### config.mk
export PLATFORM = sky130hd
export DESIGN_NAME = amos_perf_cnt_bank_flat
export DESIGN_NICKNAME = d
export VERILOG_FILES = /design/src/rtl/amos_perf_cnt_bank_if.sv /design/src/rtl/amos_perf_cnt_bank.sv /design/src/flat_wrapper.sv
export SDC_FILE = /design/constraint.sdc
export NUM_CORES = 1
export LEC_CHECK = 0
export ABC_CLOCK_PERIOD_IN_PS = 21500
export CAP_MARGIN = 20
export CORE_AREA = 2 2 425 427
export DETAILED_ROUTE_END_ITERATION = 10
export DIE_AREA = 0 0 427 429
export PLACE_DENSITY = 0.32
export SLEW_MARGIN = 20
export SYNTH_ARGS = -nofsm -noshare
export SYNTH_HDL_FRONTEND = slang
export SYNTH_SLANG_ARGS = --single-unit
### constraint.sdc
create_clock -name clk_i -period 21.5 [get_ports clk_i]
set_input_delay 4.3 -clock clk_i [delete_from_list [all_inputs] [get_ports clk_i]]
set_output_delay 4.3 -clock clk_i [all_outputs]
set_load 0.03 [all_outputs]
### src/rtl/amos_perf_cnt_bank_if.sv
// amos_perf_cnt_bank_if: event strobes, controller act/clear vectors and counter values
interface amos_perf_cnt_bank_if #(
   parameter int NUM_CNT   = 32,
   parameter int CNT_WIDTH = 32
);
   logic                 amo_req_valid_i;
   logic                 amo_req_ready_i;
   logic                 amo_rsp_i;
   logic                 col_stall_i;
   logic                 wf_busy_i;
   logic [NUM_CNT-1:0]   amos_perf_cnt_act_i;
   logic [NUM_CNT-1:0]   amos_perf_cnt_rst_ni;
   logic [CNT_WIDTH-1:0] amos_perf_cnt_o [NUM_CNT];

   modport master (
      output amo_req_valid_i, amo_req_ready_i, amo_rsp_i, col_stall_i, wf_busy_i,
      output amos_perf_cnt_act_i, amos_perf_cnt_rst_ni,
      input  amos_perf_cnt_o
   );

   modport slave (
      input  amo_req_valid_i, amo_req_ready_i, amo_rsp_i, col_stall_i, wf_busy_i,
      input  amos_perf_cnt_act_i, amos_perf_cnt_rst_ni,
      output amos_perf_cnt_o
   );
endinterface

### src/rtl/amos_perf_cnt_bank.sv
// amos_perf_cnt_bank: turns AMO adapter event strobes into performance-counter values
module amos_perf_cnt_bank #(
   parameter int NUM_CNT   = 32,
   parameter int CNT_WIDTH = 32,
   parameter int MAX_OUTST = 8,
   parameter bit SATURATE  = 1'b1
) (
   input logic clk_i,
   input logic rst_i,
   amos_perf_cnt_bank_if.slave bus
);
   localparam int OW = $clog2(MAX_OUTST + 1);

   logic [OW-1:0] outst;
   logic          col_q;
   logic          wf_q;
   logic          hs;
   logic          busy;
   logic [8:0]    ev;
   logic          unused_hi;

   assign hs   = bus.amo_req_valid_i & bus.amo_req_ready_i;
   assign busy = outst != '0;
   assign ev   = {1'b1,
                  bus.wf_busy_i,
                  bus.wf_busy_i & ~wf_q,
                  bus.col_stall_i,
                  bus.col_stall_i & ~col_q,
                  bus.amo_req_valid_i & ~bus.amo_req_ready_i & busy,
                  hs & busy,
                  busy,
                  hs};
   assign unused_hi = ^{bus.amos_perf_cnt_act_i[NUM_CNT-1:9], bus.amos_perf_cnt_rst_ni[NUM_CNT-1:9]};

   // Outstanding AMO tracker; simultaneous issue and completion cancel out
   always_ff @(posedge clk_i or posedge rst_i) begin
      if (rst_i) outst <= '0;
      else if (hs && !bus.amo_rsp_i && outst != OW'(MAX_OUTST)) outst <= outst + OW'(1);
      else if (!hs && bus.amo_rsp_i && outst != '0) outst <= outst - OW'(1);
   end

   // Previous-cycle levels for stall-episode edge detection, independent of act
   always_ff @(posedge clk_i or posedge rst_i) begin
      if (rst_i) {col_q, wf_q} <= '0;
      else {col_q, wf_q} <= {bus.col_stall_i, bus.wf_busy_i};
   end

   for (genvar i = 0; i < NUM_CNT; i++) begin : g_cnt
      if (i < 9) begin : g_live
         logic [CNT_WIDTH-1:0] cnt;
         // Clear beats increment; an all-ones counter sticks when saturating
         always_ff @(posedge clk_i or posedge rst_i) begin
            if (rst_i) cnt <= '0;
            else if (!bus.amos_perf_cnt_rst_ni[i]) cnt <= '0;
            else if (bus.amos_perf_cnt_act_i[i] && ev[i] && !(SATURATE && &cnt)) cnt <= cnt + CNT_WIDTH'(1);
         end
         assign bus.amos_perf_cnt_o[i] = cnt;
      end else begin : g_zero
         assign bus.amos_perf_cnt_o[i] = '0;
      end
   end

   a_rsp_underflow: assert property (@(posedge clk_i) disable iff (rst_i)
      !(bus.amo_rsp_i && !hs && outst == '0))
      else $warning("amo_rsp with no AMO outstanding");

   a_outst_overflow: assert property (@(posedge clk_i) disable iff (rst_i)
      !(hs && !bus.amo_rsp_i && outst == OW'(MAX_OUTST)))
      else $warning("AMO accepted with tracker already full");
endmodule

### src/flat_wrapper.sv
// flat-port wrapper written by rule: the top's interface ports become plain ports
module amos_perf_cnt_bank_flat 
#(
   parameter int NUM_CNT   = 32,
   parameter int CNT_WIDTH = 32,
   parameter int MAX_OUTST = 8,
   parameter bit SATURATE  = 1'b1
)
  (clk_i, rst_i, bus_amo_req_valid_i, bus_amo_req_ready_i, bus_amo_rsp_i, bus_col_stall_i, bus_wf_busy_i, bus_amos_perf_cnt_act_i, bus_amos_perf_cnt_rst_ni, bus_amos_perf_cnt_o);
  amos_perf_cnt_bank_if #(.NUM_CNT(NUM_CNT), .CNT_WIDTH(CNT_WIDTH)) bus_i ();
  input logic clk_i;
  input logic rst_i;
  input wire logic [$bits(bus_i.amo_req_valid_i)-1:0] bus_amo_req_valid_i;
  input wire logic [$bits(bus_i.amo_req_ready_i)-1:0] bus_amo_req_ready_i;
  input wire logic [$bits(bus_i.amo_rsp_i)-1:0] bus_amo_rsp_i;
  input wire logic [$bits(bus_i.col_stall_i)-1:0] bus_col_stall_i;
  input wire logic [$bits(bus_i.wf_busy_i)-1:0] bus_wf_busy_i;
  input wire logic [$bits(bus_i.amos_perf_cnt_act_i)-1:0] bus_amos_perf_cnt_act_i;
  input wire logic [$bits(bus_i.amos_perf_cnt_rst_ni)-1:0] bus_amos_perf_cnt_rst_ni;
  output wire logic [$bits(bus_i.amos_perf_cnt_o)-1:0] bus_amos_perf_cnt_o;
  assign bus_i.amo_req_valid_i = bus_amo_req_valid_i;
  assign bus_i.amo_req_ready_i = bus_amo_req_ready_i;
  assign bus_i.amo_rsp_i = bus_amo_rsp_i;
  assign bus_i.col_stall_i = bus_col_stall_i;
  assign bus_i.wf_busy_i = bus_wf_busy_i;
  assign bus_i.amos_perf_cnt_act_i = bus_amos_perf_cnt_act_i;
  assign bus_i.amos_perf_cnt_rst_ni = bus_amos_perf_cnt_rst_ni;
  assign bus_amos_perf_cnt_o = {>>{bus_i.amos_perf_cnt_o}};
  amos_perf_cnt_bank #(.NUM_CNT(NUM_CNT), .CNT_WIDTH(CNT_WIDTH), .MAX_OUTST(MAX_OUTST), .SATURATE(SATURATE)) u_core (.clk_i(clk_i), .rst_i(rst_i), .bus(bus_i));
endmodule
==> flow_summary.toml <==
[status]
status = "complete, no violations"

[critical_path]
regToRegSetupSlack_ns = 18.46
startpoint_type = "input pin"
arrival_ns = 7.08
required_ns = 22.02
crit_slowest_cell = "nor3_1"
rr_startpoint = "u_core.g_cnt[7].g_live.cnt[0]$_DFFE_PP0P_"
crit_type = "input pin to flip-flop"
max_stage_delay_ns = 0.58
crit_chain = "clkdlybuf4s50_1 > buf_4 > nand3b_1 > nor3_1 > o211ai_1 > or4_1 > a21oi_1"
crit_path_end = "u_core.g_cnt[4].g_live.cnt[27]$_DFFE_PP0P_"
end_kind = "flip-flop"
cp_max_fo = 12
r2r.worst_path.cells = 6
startpoint = "bus_col_stall_i"
cp.depth = 7
timing.rr.end = "u_core.g_cnt[7].g_live.cnt[30]$_DFFE_PP0P_"
critPathTopFamily = "simple AND/OR/NAND/NOR gates"
critPathBufInv = 2

[grt]
grt_pass1_vias = 15200
grt.overflow.total = 0
grtUsageTotal_pct = 8.28
grt_max_degree = 76
grt_pass1_wl_um = 113000
grt_antenna_before_repair = 3

[sta]
final_hold_viol_count = 0
tns_ns = 0
tightest_slew_ns = 1.01
setup-violations-final = 0
worst_slew_margin_rel_pct = 32.5
final.period_utilization_pct = 30.5
finalWorstSetupSlack_ns = 14.94
clock_skew_ns = 0.0625
drv_slew = 0
rsz0062_at_grt = "false"
period_needed_ns = 6.56
fmax_ghz = 0.152

[final_layout]
fin_cells = 5210
fin_util_pct = 14.9
syn_to_final_growth_pct = 21.4
final_common_cell = "conb_1"
final_cell_mix = "conb_1, clkdlybuf4s50_1, dfrtp_1, a21oi_1, nand2_1"
layout.nets = 2905
drive_above_1_share_pct = 4.52

[die]
ioPinCount = 1095
dieHeight_um = 429
rows = 155
start_util_pct = 12.2
core-area_sq_um = 178000
die_area_sq_um = 183000
die_x_um = 427

[yosys]
ys_seq_elements = 294
synthArstFlopShare_pct = 100
syn_area_sq_um = 21800
syn_avg_cell_area_sq_um = 8.61
synthTopCellsByArea = "dfrtp_1, buf_4, a21oi_1"
synth_top_cell_by_area = "dfrtp_1"
netlist.area_leader.share_pct = 33.8
yosys.area_share.xor_xnor_pct = 1.69
synth_top_flop_cell = "dfrtp_1"
syn_inst = 2528
synth-simple-area-share_pct = 21.1
yosysWarnings = 0
synth.area.mux_share_pct = 1.20
synth_compound_area_share_pct = 13.7
ys_types = 72
ys_seq_area_share_pct = 33.8
synth_top_family_by_area = "buffers and inverters"
synth-adder-area-share_pct = 0.724
synth_edf_count = 0

[clock_tree]
cts_setup_buffers = 0
clockRootBuffer = "clkbuf_16"
postCtsHoldBufs = 0
cts_tree = "built"
clockBufferDepth = 3
cts.repair.resized = 0
cts_buffers = 44
clk_pin_slew_worst_paths_ns = 0.06
clock-sinks = 294
cts_htree_levels = 2
clk_latency_ns = 0.61

[detailed_routing]
route.detailed.drc = 0
vias = 17300
drtIter0Drc = 851
ant_nets = 0
wl_per_cell_um = 15.4
drt-total-wl_um = 80200
dr.pass1.iters = 5
vias_per_cell = 3.32

[pwr]
finalPower_mw = 1.60
peakVddDrop_v = 0.0000527
p_per_area_nw_per_um2 = 60.5
leakage_nw = 10.1

[placement]
hpwl_um = 61900
io_buffers = 312
gp_congestion = 0.724
pre_cts_slack_ns = 14.27
dp_cells = 5130

[run]
drv_cap = 0

[worst_hold_path]
hold_path_class = "flip-flop to flip-flop"
-- cells in the mapped netlist, types with 6 or more instances --
| cell | number |
|---|---|
| nor4_1 | 27 |
| dfrtp_1 | 294 |
| o31ai_1 | 91 |
| and3_1 | 24 |
| and4_1 | 20 |
| nor3_1 | 30 |
| o21ai_1 | 12 |
| inv_1 | 39 |
| o21a_1 | 13 |
| mux2i_1 | 25 |
| nor2_1 | 75 |
| nand3b_1 | 8 |
| and2_1 | 10 |
| clkbuf_1 | 61 |
| nand2_1 | 171 |
| o31a_1 | 6 |
| a21oi_1 | 193 |
| xnor2_1 | 27 |
| or3_1 | 96 |
| or4_1 | 106 |
| o41ai_1 | 7 |
| ha_1 | 11 |
| nand2b_1 | 28 |
| nand4_1 | 76 |
| buf_4 | 740 |
| o21ai_0 | 86 |
| or2_2 | 9 |
| xor2_1 | 15 |
| o211ai_1 | 24 |
| buf_2 | 16 |
| nand3_1 | 103 |
-- final cells by class --
class	instances	area, sq um
Timing Repair Buffer	333	3290
Sequential cell	294	7360
Antenna cell	2	5.00
Clock inverter	9	180
Tap cell	2355	2950
Inverter	42	165
Multi-Input combinational cell	2107	11200
Clock buffer	68	1340
Fill cell	20200	152000
-- kinds of logic (layout without fill, tap and decap cells) --
family | Yosys count | after routing
buffers and inverters | 862 | 452
AO/OA/AOI/OAI | 482 | 482
adder cells (fa/ha/maj) | 12 | 12
XOR/XNOR | 42 | 42
flip-flops | 294 | 294
multiplexers | 26 | 26
AND/OR/NAND/NOR | 809 | 809
other | 1 | 738
-- worst min-delay path by stage --
stage	start	endpoint	slack (ns)	depth (start not counted)
floorplan	u_core.outst[3]$_DFFE_PP0P_	u_core.outst[3]$_DFFE_PP0P_	0.50	1
global placement	u_core.g_cnt[8].g_live.cnt[15]$_DFFE_PP0P_	u_core.g_cnt[8].g_live.cnt[15]$_DFFE_PP0P_	0.52	1
detailed placement	u_core.g_cnt[8].g_live.cnt[15]$_DFFE_PP0P_	u_core.g_cnt[8].g_live.cnt[15]$_DFFE_PP0P_	0.52	1
CTS	u_core.g_cnt[8].g_live.cnt[15]$_DFFE_PP0P_	u_core.g_cnt[8].g_live.cnt[15]$_DFFE_PP0P_	0.53	1
global route	u_core.g_cnt[8].g_live.cnt[15]$_DFFE_PP0P_	u_core.g_cnt[8].g_live.cnt[15]$_DFFE_PP0P_	0.54	1
finish	u_core.g_cnt[8].g_live.cnt[15]$_DFFE_PP0P_	u_core.g_cnt[8].g_live.cnt[15]$_DFFE_PP0P_	0.53	1
-- registers in the layout, summed over array words and instances, names as in the netlist --
name                     flops
u_core.g_cnt.g_live.cnt    288
u_core.outst                 4
u_core.wf_q                  1
u_core.col_q                 1
-- worst reg2reg max path, stage by stage, from the launching register on --
cell	delay, ns
dfrtp_1	0.45
ha_1	0.22
nand4_1	0.21
nor4_1	0.73
nand3_1	0.57
or4_1	0.62
a21oi_1	0.15
-- layer usage --
metal	track usage, %	wire, um	vias up
met5	0	27	-
met4	2.68	2190	4
met3	1.59	3770	91
met2	14.3	41000	465
met1	10.2	33300	8494
li1	-	-	8225
-- where the power goes --
part / internal [mW] / switching [mW]
Sequential: 0.560 / 0.0108
Clock: 0.476 / 0.307
Combinational: 0.0240 / 0.223
-- metrics by stage --
stage,hold WS [ns],instance area (sq um)
floorplan,0.498,24500
global route,0.540,26400
detailed placement,0.516,24900
global placement,0.515,24900
finish,0.530,26400
CTS,0.529,26400
No activity file was read; power rests on OpenSTA's default activity.
==> RTL edit 1, RTL diff (same settings) <==
Make the reset (`rst_i`) synchronous in 3 clocked blocks.
--- a/src/rtl/amos_perf_cnt_bank.sv
+++ b/src/rtl/amos_perf_cnt_bank.sv
@@ -35,3 +35,3 @@
    // Outstanding AMO tracker; simultaneous issue and completion cancel out
-   always_ff @(posedge clk_i or posedge rst_i) begin
+   always_ff @(posedge clk_i) begin
       if (rst_i) outst <= '0;
@@ -42,3 +42,3 @@
    // Previous-cycle levels for stall-episode edge detection, independent of act
-   always_ff @(posedge clk_i or posedge rst_i) begin
+   always_ff @(posedge clk_i) begin
       if (rst_i) {col_q, wf_q} <= '0;
@@ -51,3 +51,3 @@
          // Clear beats increment; an all-ones counter sticks when saturating
-         always_ff @(posedge clk_i or posedge rst_i) begin
+         always_ff @(posedge clk_i) begin
             if (rst_i) cnt <= '0;
Formal check against the unedited RTL: not equivalent (Yosys sat finds a counterexample within 4 cycles, from zero or initial values and one cycle with rst_i high; the reset may be asserted at any time).
==> RTL edit 1 against the unedited design <==
  * Worst setup slack worse by 12 ps
  * Total power down 0.61%
  * Sequential cell count unchanged
  * Hold slack worse by 43 ps
  * Routed wire length down 3.8%
  * Final area down 3.5%
  * Synthesized area down 4.2%
  * Critical path depth down 1
  * Critical path type unchanged
  * Highest routed layer unchanged
==> RTL edit 1: results (changes against the unedited design) <==
stage,metric,value,unit,change
power,p_leak,8.459,nW,-16%
synthesis,synth_area_leaders,"dfxtp_1 (28%), buf_4 (27%), a21oi_1 (4.7%), or3_1 (3.5%), nand4_1 (3.1%)",,
synthesis,synth_adder_area_share,0.7557,%,+0.032 points
critical_path,r2r_cells,5,,-1
critical_path,worstPathMaxFanout,18,,+6
status,outcome,completed,,
finish,buf_share,12.90,%,+0.47 points
global_route,grt_use_met3,2.515,%,+0.92 points
synthesis,synth.top_cells.by_count,"buf_4 (737), dfxtp_1 (294), a21oi_1 (194)",,
synthesis,synth_top_flop_cell,dfxtp_1,,
synthesis,synthArstFlopShare,0,%,-100 points
drt,wl_met2,38230,um,-6.7%
sta,skew,40.34,ps,-22.16 ps
power,ir_drop,0.05026,mV,-4.6%
global_route,first_global_vias,15510,,+2.0%
synthesis,synthMuxAreaShare,1.307,%,+0.11 points
finish,drive_gt1_share,4.783,%,+0.26 points
hold_path,hold_end,u_core.g_cnt[0].g_live.cnt[28],,
critical_path,cp-endpoint,u_core.g_cnt[4].g_live.cnt[31],,
finish,multi_input_area,11730,um2,+5.2%
finish,seq_share,23.08,%,-4.7 points
finish,nFillCells,20380,,+0.90%
critical_path,cp.arrival,7110,ps,+30 ps
global_route,use_met2,13.58,%,-0.72 points
hold_path,hold_path_startpoint,u_core.g_cnt[0].g_live.cnt[28],,
drt,drtIter0Drc,821,,-3.5%
synthesis,synth.distinct_cells,71,,-1.4%
global_route,grtUsageTotal,7.942,%,-0.34 points
finish,buffers,335,,+0.60%
placement,place_area,23950,um2,-3.8%
clocking,clk_latency,640,ps,+30 ps
drt,viasPerCell,3.316,,about the same
global_route,use_met1,9.221,%,-1.0 points
global_route,antenna_found_initial,6,,+3
synthesis,synth-xor-area-share,1.259,%,-0.43 points
clocking,cts_made_buffers,47,,+6.8%
sta,worst_slew_pin_slew,988.1,ps,-19.55 ps
critical_path,cpPeakStageDelay,850,ps,+270 ps
critical_path,crit-reg2reg-launch,u_core.g_cnt[4].g_live.cnt[18],,
finish,inv_count,31,,-26%
sta,holdWs,486.7,ps,-43.35 ps
critical_path,r2r-end,u_core.g_cnt[4].g_live.cnt[14],,
synthesis,synth_compound_area_share,14.72,%,+1.0 points
finish,clkbuf_count,71,,+4.4%
critical_path,r2r_slack,18730,ps,+270 ps
finish,final_nets,2996,,+3.1%
-- RTL edit 1: cell count changes after synthesis, moves of 11 or more --
cell     delta
and4_1     +18
dfrtp_1   -294
dfxtp_1   +294
nand3_1    +12
nand4_1    +28
nor2b_1    +11
o21ai_0    +31
o31ai_1    -22
or3_1      +22
or4_1      -20
-- RTL edit 1: where the power goes --
group	leakage (nW)	internal (W)	switching [W]
Clock	0.740	0.000463	0.000324
Sequential	2.37	0.000549	0.00000780
Combinational	5.35	0.0000259	0.000220
-- RTL edit 1: per-stage QoR --
stage | worst slack (ps) | power (W) | std cells | utilization [%]
2_1_floorplan | 15620 | 0.0008841 | 3361 | -
3_3_place_gp | 14240 | 0.0008148 | 5218 | 13.45
3_5_place_dp | 14240 | 0.0008142 | 5219 | 13.45
4_1_cts | 14900 | 0.001639 | 5303 | 14.31
5_1_grt | 14720 | 0.001669 | 5305 | 14.33
6_report | 14930 | 0.001591 | 5305 | 14.33
==> RTL edit 2, RTL diff (config.mk and constraints unchanged) <==
Without the edit above. `SATURATE` is set to 1'b1 in 2 places; all go to 1'b0.
--- a/src/rtl/amos_perf_cnt_bank.sv
+++ b/src/rtl/amos_perf_cnt_bank.sv
@@ -5,3 +5,3 @@
    parameter int MAX_OUTST = 8,
-   parameter bit SATURATE  = 1'b1
+   parameter bit SATURATE  = 1'b0
 ) (
--- a/src/flat_wrapper.sv
+++ b/src/flat_wrapper.sv
@@ -6,3 +6,3 @@
    parameter int MAX_OUTST = 8,
-   parameter bit SATURATE  = 1'b1
+   parameter bit SATURATE  = 1'b0
 )
Function: same outputs for any inputs over 4 cycles, from zero or initial values and one cycle with rst_i high; that may be too few to reach the edited logic, so the function may still have changed.
==> RTL edit 2 against the unedited design <==
  * Hold slack gained 16 ps
  * Critical path type is now in -> async
  * Total power about the same
  * Combinational power shrank 2%
  * Worst setup slack got worse by 460 ps
  * Sequential cell count did not move
  * Synthesized area decreased by 4.4%
  * Largest power group unchanged
  * Clock power about the same
  * Die area did not move
  * Via count is 18% lower
  * Final area is 2.9% lower
  * Routed wire length is 15% lower
==> RTL edit 2: results (changes against the unedited design) <==
stage,metric,value,unit,change
status,outcome,completed,,
finish,multi_input_comb_cells,1886,,-10%
drt,vias,14190,,-18%
power,ir_drop,0.05346,mV,+1.5%
placement,place_worst_setup_slack,13500,ps,-779.1 ps
critical_path,startpoint,rst_i,,
placement,gp_congestion,0.7051,,-2.6%
finish,multi_input_area,10450,um2,-6.3%
critical_path,crit-reg2reg-launch,u_core.g_cnt[5].g_live.cnt[2],,
synthesis,seq_area_frac_synth,35.35,%,+1.6 points
finish,final_nets,2672,,-8.0%
power,p_seq_share,35.9,%,+0.2 points
drt,wl_met1,26920,um,-19%
finish,nFillCells,20260,,+0.30%
global_route,grt_pass1_wl,97420,um,-14%
finish,buf_share,12.88,%,+0.45 points
power,comb_power_share,15.1,%,-0.3 points
synthesis,synth.distinct_cells,58,,-19%
global_route,grt_use_met3,1.520,%,-0.071 points
drt,routedWlPerCell,13.75,um,-11%
finish,clkbuf_count,64,,-5.9%
finish,drive_gt1_share,4.882,%,+0.36 points
finish,clk_share,5.911,%,+0.15 points
drt,first_pass_iters,4,,-1
critical_path,cpPeakStageDelay,750,ps,+170 ps
critical_path,cp.arrival,7630,ps,+550 ps
global_route,first_global_vias,13070,,-14%
clocking,cts_made_buffers,46,,+4.5%
synthesis,synth_area_leaders,"dfrtp_1 (35%), buf_4 (27%), xnor2_1 (7.6%), and2_1 (7.0%), nand4_1 (3.1%)",,
finish,antenna_cells,0,,-2
drt,met3_length,3464,um,-8.2%
critical_path,cpMaxStageDelayCell,buf_4,,
drt,drtIter0Drc,511,,-40%
sta,relSlewSlack,30.49,%,-2.0 points
global_route,use_met1,8.450,%,-1.8 points
clocking,clk_latency,630,ps,+20 ps
drt,wl_met2,36350,um,-11%
finish,inv_count,23,,-45%
critical_path,cp_top_family,buffers and inverters,,
power,p_leak,10.90,nW,+8.1%
global_route,antenna_found_initial,0,,-3
hold_path,hold_path_startpoint,u_core.g_cnt[8].g_live.cnt[31],,
[RTL edit 2: changes by cell type after synthesis, sizes merged, moves of 21 or more]
cell	before	now
nand2	171	100
mux2i	25	3
or4	109	8
a21boi	0	35
a21oi	193	3
and2	11	234
or3	96	26
nor2	75	38
xnor2	27	180
o31ai	94	14
xor2	15	60
nand4	79	105
o21ai	98	26
clkbuf	61	40
[RTL edit 2: cell families (layout without fill, tap and decap cells)]
| group | after synthesis | count (layout) | synth area share (%) |
|---|---|---|---|
| buf+inv | 806 | 442 | 27.85 |
| simple gates | 794 | 794 | 22.23 |
| xor+xnor | 240 | 240 | 10.10 |
| compound gates | 99 | 99 | 3.391 |
| other cells | 1 | 736 | 0.01802 |
| fa+ha+maj | 12 | 12 | 0.7575 |
| flops | 294 | 294 | 35.35 |
| mux | 5 | 5 | 0.3066 |
[RTL edit 2: final timing paths]
check	endpoint	slack, ps	cells after the start
max	u_core.g_cnt[0].g_live.cnt[8]	14480	5
min	u_core.g_cnt[8].g_live.cnt[31]	550	2
max reg2reg	u_core.g_cnt[5].g_live.cnt[31]	18840	6
min reg2reg	u_core.g_cnt[8].g_live.cnt[31]	550	2
max in group clk_i	u_core.g_cnt[3].g_live.cnt[31]	14940	6
min in group asynchronous	u_core.g_cnt[1].g_live.cnt[30]	4270	2
[RTL edit 2: stage by stage]
stage | utilization [%] | hold slack, ps | instances | total power (W) | instance area [um2]
3_3_place_gp | 13.57 | 531.1 | 4896 | 0.0008265 | 24160
3_5_place_dp | 13.57 | 540.1 | 4896 | 0.0008259 | 24160
5_1_grt | 14.42 | 594.7 | 4977 | 0.001687 | 25670
6_report | 14.42 | 545.8 | 4977 | 0.001599 | 25670
4_1_cts | 14.42 | 554.4 | 4977 | 0.001650 | 25680
2_1_floorplan | - | 584.0 | 2986 | 0.0008920 | 23570
